### src/rtl/zeroheti_sys_ctrl.sv
// Reset sequencer: holds all domains in reset, then releases them one at a time
// in ascending order, waiting for each domain's acknowledge or a timeout.
module zeroheti_sys_ctrl #(
  parameter int unsigned NumDomains    = 2,
  parameter int unsigned RstCycles     = 16,
  parameter int unsigned TimeoutCycles = 64,
  parameter logic [NumDomains-1:0] KeepMask = '0
) (
  input  logic                  clk_i,
  input  logic                  rst_i,
  input  logic                  testmode_i,
  input  logic                  ndmreset_req_i,
  input  logic                  sw_rst_req_i,
  input  logic [NumDomains-1:0] domain_ack_i,
  output logic [NumDomains-1:0] domain_rst_no,
  output logic                  busy_o,
  output logic                  timeout_o,
  output logic [NumDomains-1:0] fail_mask_o
);

  localparam int unsigned KW        = (NumDomains > 1) ? $clog2(NumDomains) : 1;
  localparam int unsigned MaxCycles = (RstCycles > TimeoutCycles) ? RstCycles : TimeoutCycles;
  localparam int unsigned CW        = $clog2(MaxCycles + 1);

  typedef enum logic [1:0] {HOLD, WAIT, RUN} state_t;

  state_t                state_q, state_d;
  logic [KW-1:0]         k_q, k_d;
  logic [CW-1:0]         cnt_q, cnt_d;
  logic [NumDomains-1:0] rel_q, rel_d;
  logic [NumDomains-1:0] skip_q, skip_d;
  logic [NumDomains-1:0] fail_q, fail_d;
  logic                  timeout_q, timeout_d;
  logic                  busy_q;
  logic                  req;
  logic                  advance;
  logic                  found_first, found_next;
  logic [KW-1:0]         first_idx, next_idx;

  assign req = ndmreset_req_i | sw_rst_req_i;

  // Lowest sequenced domain overall, and the next sequenced domain above k.
  always_comb begin
    found_first = 1'b0;
    first_idx   = '0;
    found_next  = 1'b0;
    next_idx    = '0;
    for (int unsigned i = 0; i < NumDomains; i++) begin
      if (!skip_q[i] && !found_first) begin
        found_first = 1'b1;
        first_idx   = KW'(i);
      end
      if (!skip_q[i] && !found_next && (KW'(i) > k_q)) begin
        found_next = 1'b1;
        next_idx   = KW'(i);
      end
    end
  end

  always_comb begin
    state_d   = state_q;
    k_d       = k_q;
    cnt_d     = cnt_q;
    rel_d     = rel_q;
    skip_d    = skip_q;
    fail_d    = fail_q;
    timeout_d = timeout_q;
    advance   = 1'b0;
    if (req) begin
      // Exempt domains that are already running are left alone and skipped;
      // an exempt domain still in reset is sequenced normally.
      state_d   = HOLD;
      k_d       = '0;
      cnt_d     = '0;
      rel_d     = rel_q & KeepMask;
      skip_d    = rel_q & KeepMask;
      fail_d    = '0;
      timeout_d = 1'b0;
    end else begin
      case (state_q)
        HOLD: begin
          if (cnt_q == CW'(RstCycles - 1)) begin
            cnt_d = '0;
            if (found_first) begin
              state_d          = WAIT;
              k_d              = first_idx;
              rel_d[first_idx] = 1'b1;
            end else begin
              state_d = RUN;
            end
          end else begin
            cnt_d = cnt_q + CW'(1);
          end
        end
        WAIT: begin
          if (domain_ack_i[k_q]) begin
            advance = 1'b1;
          end else if (cnt_q == CW'(TimeoutCycles - 1)) begin
            advance     = 1'b1;
            fail_d[k_q] = 1'b1;
            timeout_d   = 1'b1;
          end else begin
            cnt_d = cnt_q + CW'(1);
          end
          if (advance) begin
            cnt_d = '0;
            if (found_next) begin
              k_d             = next_idx;
              rel_d[next_idx] = 1'b1;
            end else begin
              state_d = RUN;
            end
          end
        end
        default: ;
      endcase
    end
  end

  always_ff @(posedge clk_i or posedge rst_i) begin
    if (rst_i) begin
      state_q   <= HOLD;
      k_q       <= '0;
      cnt_q     <= '0;
      rel_q     <= '0;
      skip_q    <= '0;
      fail_q    <= '0;
      timeout_q <= 1'b0;
      busy_q    <= 1'b1;
    end else begin
      state_q   <= state_d;
      k_q       <= k_d;
      cnt_q     <= cnt_d;
      rel_q     <= rel_d;
      skip_q    <= skip_d;
      fail_q    <= fail_d;
      timeout_q <= timeout_d;
      busy_q    <= (state_d != RUN);
    end
  end

  assign domain_rst_no = testmode_i ? {NumDomains{~rst_i}} : rel_q;
  assign busy_o        = busy_q;
  assign timeout_o     = timeout_q;
  assign fail_mask_o   = fail_q;

endmodule

### config.mk
export PLATFORM = sky130hd
export DESIGN_NAME = zeroheti_sys_ctrl
export DESIGN_NICKNAME = d
export VERILOG_FILES = /design/src/rtl/zeroheti_sys_ctrl.sv
export SDC_FILE = /design/constraint.sdc
export NUM_CORES = 1
export LEC_CHECK = 0
export BUFFER_PORTS_ARGS = -buffer_cell sky130_fd_sc_hd__buf_2
export CAP_MARGIN = 20
export CORE_MARGIN = 2
export CORE_UTILIZATION = 31
export CTS_CLUSTER_DIAMETER = 60
export CTS_CLUSTER_SIZE = 25
export DETAILED_ROUTE_END_ITERATION = 10
export PLACE_DENSITY = 0.6
export SLEW_MARGIN = 10
export SYNTH_ARGS = -nofsm -noshare
export SYNTH_HDL_FRONTEND = slang
export SYNTH_SLANG_ARGS = --single-unit
### constraint.sdc
create_clock -name clk_i -period 3.5 [get_ports clk_i]
set_input_delay 0.35 -clock clk_i [delete_from_list [all_inputs] [get_ports clk_i]]
set_output_delay 0.35 -clock clk_i [all_outputs]
set_load 0.01 [all_outputs]
==> qor.yml, run 1 <==
yosys:
  ys_types: 34
  ys.flop_type: "dfrtp_1"
  synthesis.area_um2: 850
  ys_ff_latch: 16
  synth_nets: 93
  ys_seq_area_share_pct: 47.3
  syn_inst: 85
  yosys_warnings: 0
  postSynthAreaPerCell_um2: 9.99
  async_flop_share_pct: 100
  synth_edf_count: 0
clock_tree:
  cts_setup_buffers: 0
  holdBufCountCts: 0
  clk_latency_ns: 0.29
  clkTransAtPathRegs_ns: 0.10
  clock_path_buffers: 2
  root_buffer: "clkbuf_4"
  cts_inserted_buffers: 3
  htree_levels: 1
  clock-sinks: 16
  cts_resized: 0
  cts_tree: "yes"
global_route:
  grt_max_degree: 18
  first_global_vias: 646
  antenna_found_initial: 0
  grt_pass1_wl_um: 2950
  grt_overflow: 0
  grt_util_all_layers_pct: 12.1
detailed_routing:
  drt_iter0_drc: 11
  drt_first_pass_iters: 4
  drc: 0
  drt_wl_total_um: 1650
  wl_per_cell_um: 12.8
  vias_per_cell: 5.13
  vias: 662
  ant_nets: 0
timing:
  rsz0062_at_grt: "no"
  hold_viol: 0
  tns_ns: 0
  fmax_mhz: 602
  max_slew_margin_pct: 57.4
  setup_violations: 0
  min_period_ns: 1.66
  maxSlewViolCount: 0
  tightest_slew_ns: 0.639
  fin_worst_skew_ns: 0.0104
  layout_worst_path_cycle_share_pct: 47.5
floorplan:
  core_um2: 2540
  ios: 13
  std_cell_rows: 18
  die_w_um: 56.4
  start_util_pct: 33.4
  fp.dieH_um: 56.4
  die-area_um2: 3180
cells_and_area:
  fillers: 270
  syn_to_final_growth_pct: 14.7
  fin_cells: 129
  final_layout_size_suffix_gt1_share_pct: 27.3
  nets: 108
  antenna_cells: 0
setup_path:
  critPathBufInv: 3
  critPathArrivalTime_ns: 1.31
  cp.required_ns: 3.15
  crit_start: "rst_i"
  r2r-start: "cnt_q[0]"
  cp_max_fo: 17
  slowest_delay_ns: 0.47
  crit_family: "buffers and inverters"
  cp_slowest_cell: "inv_1"
  worstSetupPathType: "input port to output pin"
  worst_path_most_repeated_cell: "buf_2"
  path_cells: "buf_2, inv_1, mux2_2, buf_2"
  startpoint_type: "input port"
  crit_path_end_kind: "output pin"
placed_design:
  portBuffers: 12
  post-place-cells: 125
  dp_hpwl_um: 1260
  gp_routability_congestion: 0.848
power:
  power.leakage_nw: 0.456
  peakVddDrop_uv: 177
  totalPowerFinal_mw: 0.328
  power.density_nw_per_um2: 337
outcome:
  status: "completed"
worst_hold_path:
  min-delay-path-class: "input port to async pin"
run:
  drv_cap: 0
## per-stage QoR
stage | setup slack (ns) | cell area, µm² | hold slack (ns) | utilization [%]
floorplan | 2.00 | 850 | 0.269 | -
global placement | 1.81 | 938 | 0.468 | 36.9
detailed placement | 1.78 | 938 | 0.482 | 36.9
CTS | 1.78 | 975 | 0.150 | 38.3
global route | 1.67 | 975 | 0.206 | 38.3
finish | 1.84 | 975 | 0.139 | 38.3
## synth_stat cells (2+ instances only)
cell type	instances	area share (%)
dfrtp_1	15	44
xnor2_1	2	2.1
o21a_1	4	3.5
a21oi_1	4	2.4
o21ai_1	4	2.4
o211ai_1	2	1.8
inv_1	6	2.7
nand2_1	8	3.5
nand3_1	2	1.2
o2111ai_1	2	2.1
nor2_1	10	4.4
a211oi_2	2	2.9
nor3_1	2	1.2
or2_2	2	1.5
## registers in the layout, indices dropped and copies added (netlist names)
| name | cells |
|---|---|
| busy_o | 1 |
| cnt_q | 7 |
| k_q | 1 |
| rel_q | 2 |
| state_q | 2 |
| timeout_o | 1 |
| fail_mask_o | 2 |
## power by group
| part | internal [mW] | switching (mW) |
|---|---|---|
| clock | 0.0633 | 0.0573 |
| combinational | 0.00741 | 0.0135 |
| sequential | 0.186 | 0.00110 |
## routing by layer
metal	up-vias	wire length, µm	GRT usage, %
met4	0	23	5.10
met5	-	0	0
met3	2	62	4.15
li1	333	-	-
met2	7	756	17.1
met1	320	811	16.6
## cell usage in the layout (no fill, tap or decap), types with 2 or more instances in the layout
cell type,instances
buf_2,12
or2_2,2
o21a_1,4
nor3_1,2
inv_1,6
clkbuf_4,3
a211oi_2,2
xnor2_1,2
o21ai_1,4
o2111ai_1,2
o211ai_1,2
nand3_1,2
nor2_1,10
nand2_1,8
dfrtp_1,15
a21oi_1,4
## final timing paths
| kind | end | slack [ns] | depth (start not counted) |
|---|---|---|---|
| max reg2reg | busy_o | 1.85 | 5 |
| min | fail_mask_o[0] | 0.14 | 2 |
| min in group clk_i | fail_mask_o[1] | 0.40 | 4 |
| min reg2reg | rel_q[1] | 0.50 | 1 |
| max in group asynchronous | cnt_q[2] | 2.94 | 2 |
| max | domain_rst_no[1] | 1.84 | 4 |
## cells by family (layout without fill, tap and decap cells)
kind of cell    after synthesis  after routing  share of synthesized area (%)
mux                           3              3                           4.27
xor+xnor                      2              2                           2.06
buf+inv                       8             22                           3.68
compound gates               26             26                           22.8
fa+ha+maj                     1              1                           1.47
simple gates                 29             29                           18.4
flops                        16             16                           47.3
## final cells by class
cell class                 count  area (µm²)  share of cell area [%]
inverter                       6        22.5                    2.31
multi-input combinational     61         417                    42.7
clock buffer                   4        36.3                    3.72
tap                           30        37.5                    3.85
sequential                    16         402                    41.2
timing repair buffer          12        60.1                    6.16
Note: power is estimated with default switching activity, not from simulation.
==> run 2: changes to the inputs <==
--- a/config.mk
+++ b/config.mk
@@ -5,6 +5,7 @@
 export SDC_FILE = /design/constraint.sdc
 export NUM_CORES = 1
 export LEC_CHECK = 0
+export ABC_AREA = 1
 export BUFFER_PORTS_ARGS = -buffer_cell sky130_fd_sc_hd__buf_2
 export CAP_MARGIN = 20
 export CORE_MARGIN = 2
@@ -12,7 +13,7 @@
 export CTS_CLUSTER_DIAMETER = 60
 export CTS_CLUSTER_SIZE = 25
 export DETAILED_ROUTE_END_ITERATION = 10
-export PLACE_DENSITY = 0.6
+export PLACE_DENSITY = 0.61
 export SLEW_MARGIN = 10
 export SYNTH_ARGS = -nofsm -noshare
 export SYNTH_HDL_FRONTEND = slang
==> constraint.sdc (replaced) <==
create_clock -name clk_i -period 1.49 [get_ports clk_i]
set_input_delay 0.149 -clock clk_i [delete_from_list [all_inputs] [get_ports clk_i]]
set_output_delay 0.149 -clock clk_i [all_outputs]
set_load 0.01 [all_outputs]
==> run 2 against run 1 <==
Compared with the run above: routed wire length increased by 7.9%; clock power increased by 140%; cell count increased by 27%; global-route usage decreased by 0.35 points; utilization increased by 1.1 points; critical path depth increased by 6.
==> qor.yml, run 2 <==
outcome:
  status: "completed"
cells_and_area:
  final_layout_size_suffix_gt1_share_pct: 27.8
  antenna_cells: 0
  nets: 142
  largest_reg_flops: 7
  regMostFlops: "cnt_q"
  layout_commonest_cell: "nand2_1"
  syn_to_final_growth_pct: 19.9
  most-common-layout-cells: "25 x nand2_1, 17 x inv_1, 15 x dfrtp_1"
detailed_routing:
  drc: 0
  drt_first_pass_iters: 4
  drt_wl_total_um: 1780
  vias: 773
  drt_iter0_drc: 6
  wl_per_cell_um: 10.9
  ant_nets: 0
  vias_per_cell: 4.71
setup_path:
  rrSetupSlack_ns: 0.12
  worstSetupPathType: "register to register"
  cp_max_fo: 4
  critPathArrivalTime_ns: 1.57
  startpoint_type: "register"
  crit_path_end_kind: "register"
  cp.required_ns: 1.68
yosys:
  yosysTopAreaCellShare_pct: 41.4
  ys_seq_area_share_pct: 44.3
  synth_edf_count: 0
  synth-adder-area-share_pct: 1.38
  synth_nets: 121
  async_flop_share_pct: 100
  synthesis.area_um2: 907
  synthXorXnorAreaFrac_pct: 0.966
  muxShareOfSynthArea_pct: 0
  syn_inst: 113
  synth_top_family_by_area: "simple AND/OR/NAND/NOR gates"
  ys_ff_latch: 16
  yosysMostFrequentCell: "nand2_1"
  synth-compound-area-share_pct: 12.6
  synth_top_cell_by_area: "dfrtp_1"
  netlist_top_cells_area: "dfrtp_1 41%, nand2_1 10%, inv_1 7.0%"
  ys_types: 24
  postSynthAreaPerCell_um2: 8.03
  synth_common_cells: "25 x nand2_1, 17 x inv_1, 15 x dfrtp_1"
  synthSimpleGateAreaFrac_pct: 33.0
  yosys_warnings: 0
  ys.flop_type: "dfrtp_1"
clock_tree:
  clkTransAtPathRegs_ns: 0.09
  clock_path_buffers: 2
  root_buffer: "clkbuf_4"
  cts_inserted_buffers: 3
  clk_latency_ns: 0.30
  cts_tree: "yes"
  clock-sinks: 16
  htree_levels: 1
global_route:
  met3_usage_pct: 1.34
  met1_usage_pct: 14.9
  grt_pass1_wl_um: 3030
  grt_util_all_layers_pct: 11.7
  first_global_vias: 710
  busiest_layer: "met2"
  use_met2_pct: 18.8
  antenna_found_initial: 0
  grt_max_degree: 17
  grt_overflow: 0
power:
  peakVddDrop_uv: 618
  sequentialPowerShare_pct: 54.8
  power.leakage_nw: 0.521
  power_frac_comb_pct: 8.3
  power.density_nw_per_um2: 738
  internal-power_mw: 0.613
  clkPwrFrac_pct: 36.9
  swShare_pct: 23.6
  netSwitchingPower_mw: 0.190
timing:
  fin_worst_skew_ns: 0.000528
  tns_ns: 0
  hold_viol: 0
  layout_worst_path_cycle_share_pct: 92.2
  rsz0062_at_grt: "no"
  max_slew_margin_pct: 84.2
  holdWs_ns: 0.136
  fmax_mhz: 728
  setup_violations: 0
  maxSlewViolCount: 0
  min_period_ns: 1.37
  tightest_slew_ns: 0.237
placed_design:
  gp_routability_congestion: 0.871
  portBuffers: 12
  dp_hpwl_um: 1380
floorplan:
  fp.dieH_um: 58.1
  ios: 13
  std_cell_rows: 19
  start_util_pct: 32.9
  die_w_um: 58.1
  core_um2: 2760
  die-area_um2: 3380
worst_hold_path:
  min-delay-path-class: "input port to register"
run:
  drv_cap: 0
-- run 2: cell types whose count changed in the layout (fill, tap and decap cells not counted), moves of 4 or more --
| cell | before | now |
|---|---|---|
| nand2_2 | 0 | 4 |
| nand3_1 | 2 | 11 |
| inv_1 | 6 | 17 |
| a21oi_1 | 4 | 8 |
| nand2_1 | 8 | 25 |
-- run 2: path summary, 6_finish.rpt --
check,to,start,depth (start not counted)
worst max-delay path,rel_q[1],cnt_q[0],10
worst min-delay path,fail_mask_o[0],domain_ack_i[0],4
worst max register to register,rel_q[1],cnt_q[0],10
worst min register to register,fail_mask_o[1],fail_mask_o[1],1
max in group asynchronous,busy_o,rst_i,4
min in group asynchronous,cnt_q[3],rst_i,4
-- run 2: per-stage QoR --
stage	std cells	area [µm²]	utilization, %	total power [mW]	setup slack (ns)
after CTS	162	1060	38.4	0.805	0.0420
after global placement	157	1010	36.8	0.509	0.122
after detailed placement	157	1010	36.8	0.509	0.0619
after floorplan	113	907	-	0.483	0.192
after global routing	164	1090	39.4	0.828	0.0186
final	164	1090	39.4	0.803	0.116
-- run 2: final cells by class --
class,instances,area [µm²]
clock buffers,4,36.3
fillers,286,1670
inverters,19,71.3
multi-input cells,78,447
flip-flops and latches,16,402
well taps,31,38.8
repair buffers,16,92.6
-- run 2: cells by family (layout without fill, tap and decap cells) --
group	count (synthesis)	in the layout
AO/OA/AOI/OAI	19	19
AND/OR/NAND/NOR	57	57
buffers and inverters	19	39
XOR/XNOR	1	1
adder cells (fa/ha/maj)	1	1
flip-flops	16	16
-- run 2: layer usage --
layer	vias to the layer above	routed length (µm)	share of wire [%]
met5	-	0	0
met4	0	44	2.5
met3	5	48	2.7
met2	14	896	50
met1	355	794	45
li1	399	-	-
-- run 2: timing repair --
action                                  4_1_cts  5_1_grt
hold endpoints to repair                     15        0
endpoints found under the setup margin        0        8
hold buffers                                  1        0
setup buffers                                 0        2
gates resized for setup                       0        2
-- run 2: power by group through the flow --
| stage | Clock [mW] | Combinational (mW) | Sequential, mW |
|---|---|---|---|
| after floorplan | 0 | 0.0366 | 0.447 |
| after global placement | 0 | 0.0615 | 0.447 |
| after detailed placement | 0 | 0.0615 | 0.447 |
| after CTS | 0.303 | 0.0637 | 0.439 |
| after global routing | 0.311 | 0.0763 | 0.440 |
| final | 0.296 | 0.0670 | 0.440 |
-- run 2: critical path, cell delays in order (launching register included) --
cell,delay [ns]
dfrtp_1,0.42
ha_4,0.18
nand2_2,0.06
nor2_4,0.11
nand2_2,0.10
nand2_4,0.10
nand2_4,0.05
nand2_2,0.08
nand2_2,0.05
nand2_1,0.05
o21ai_1,0.06
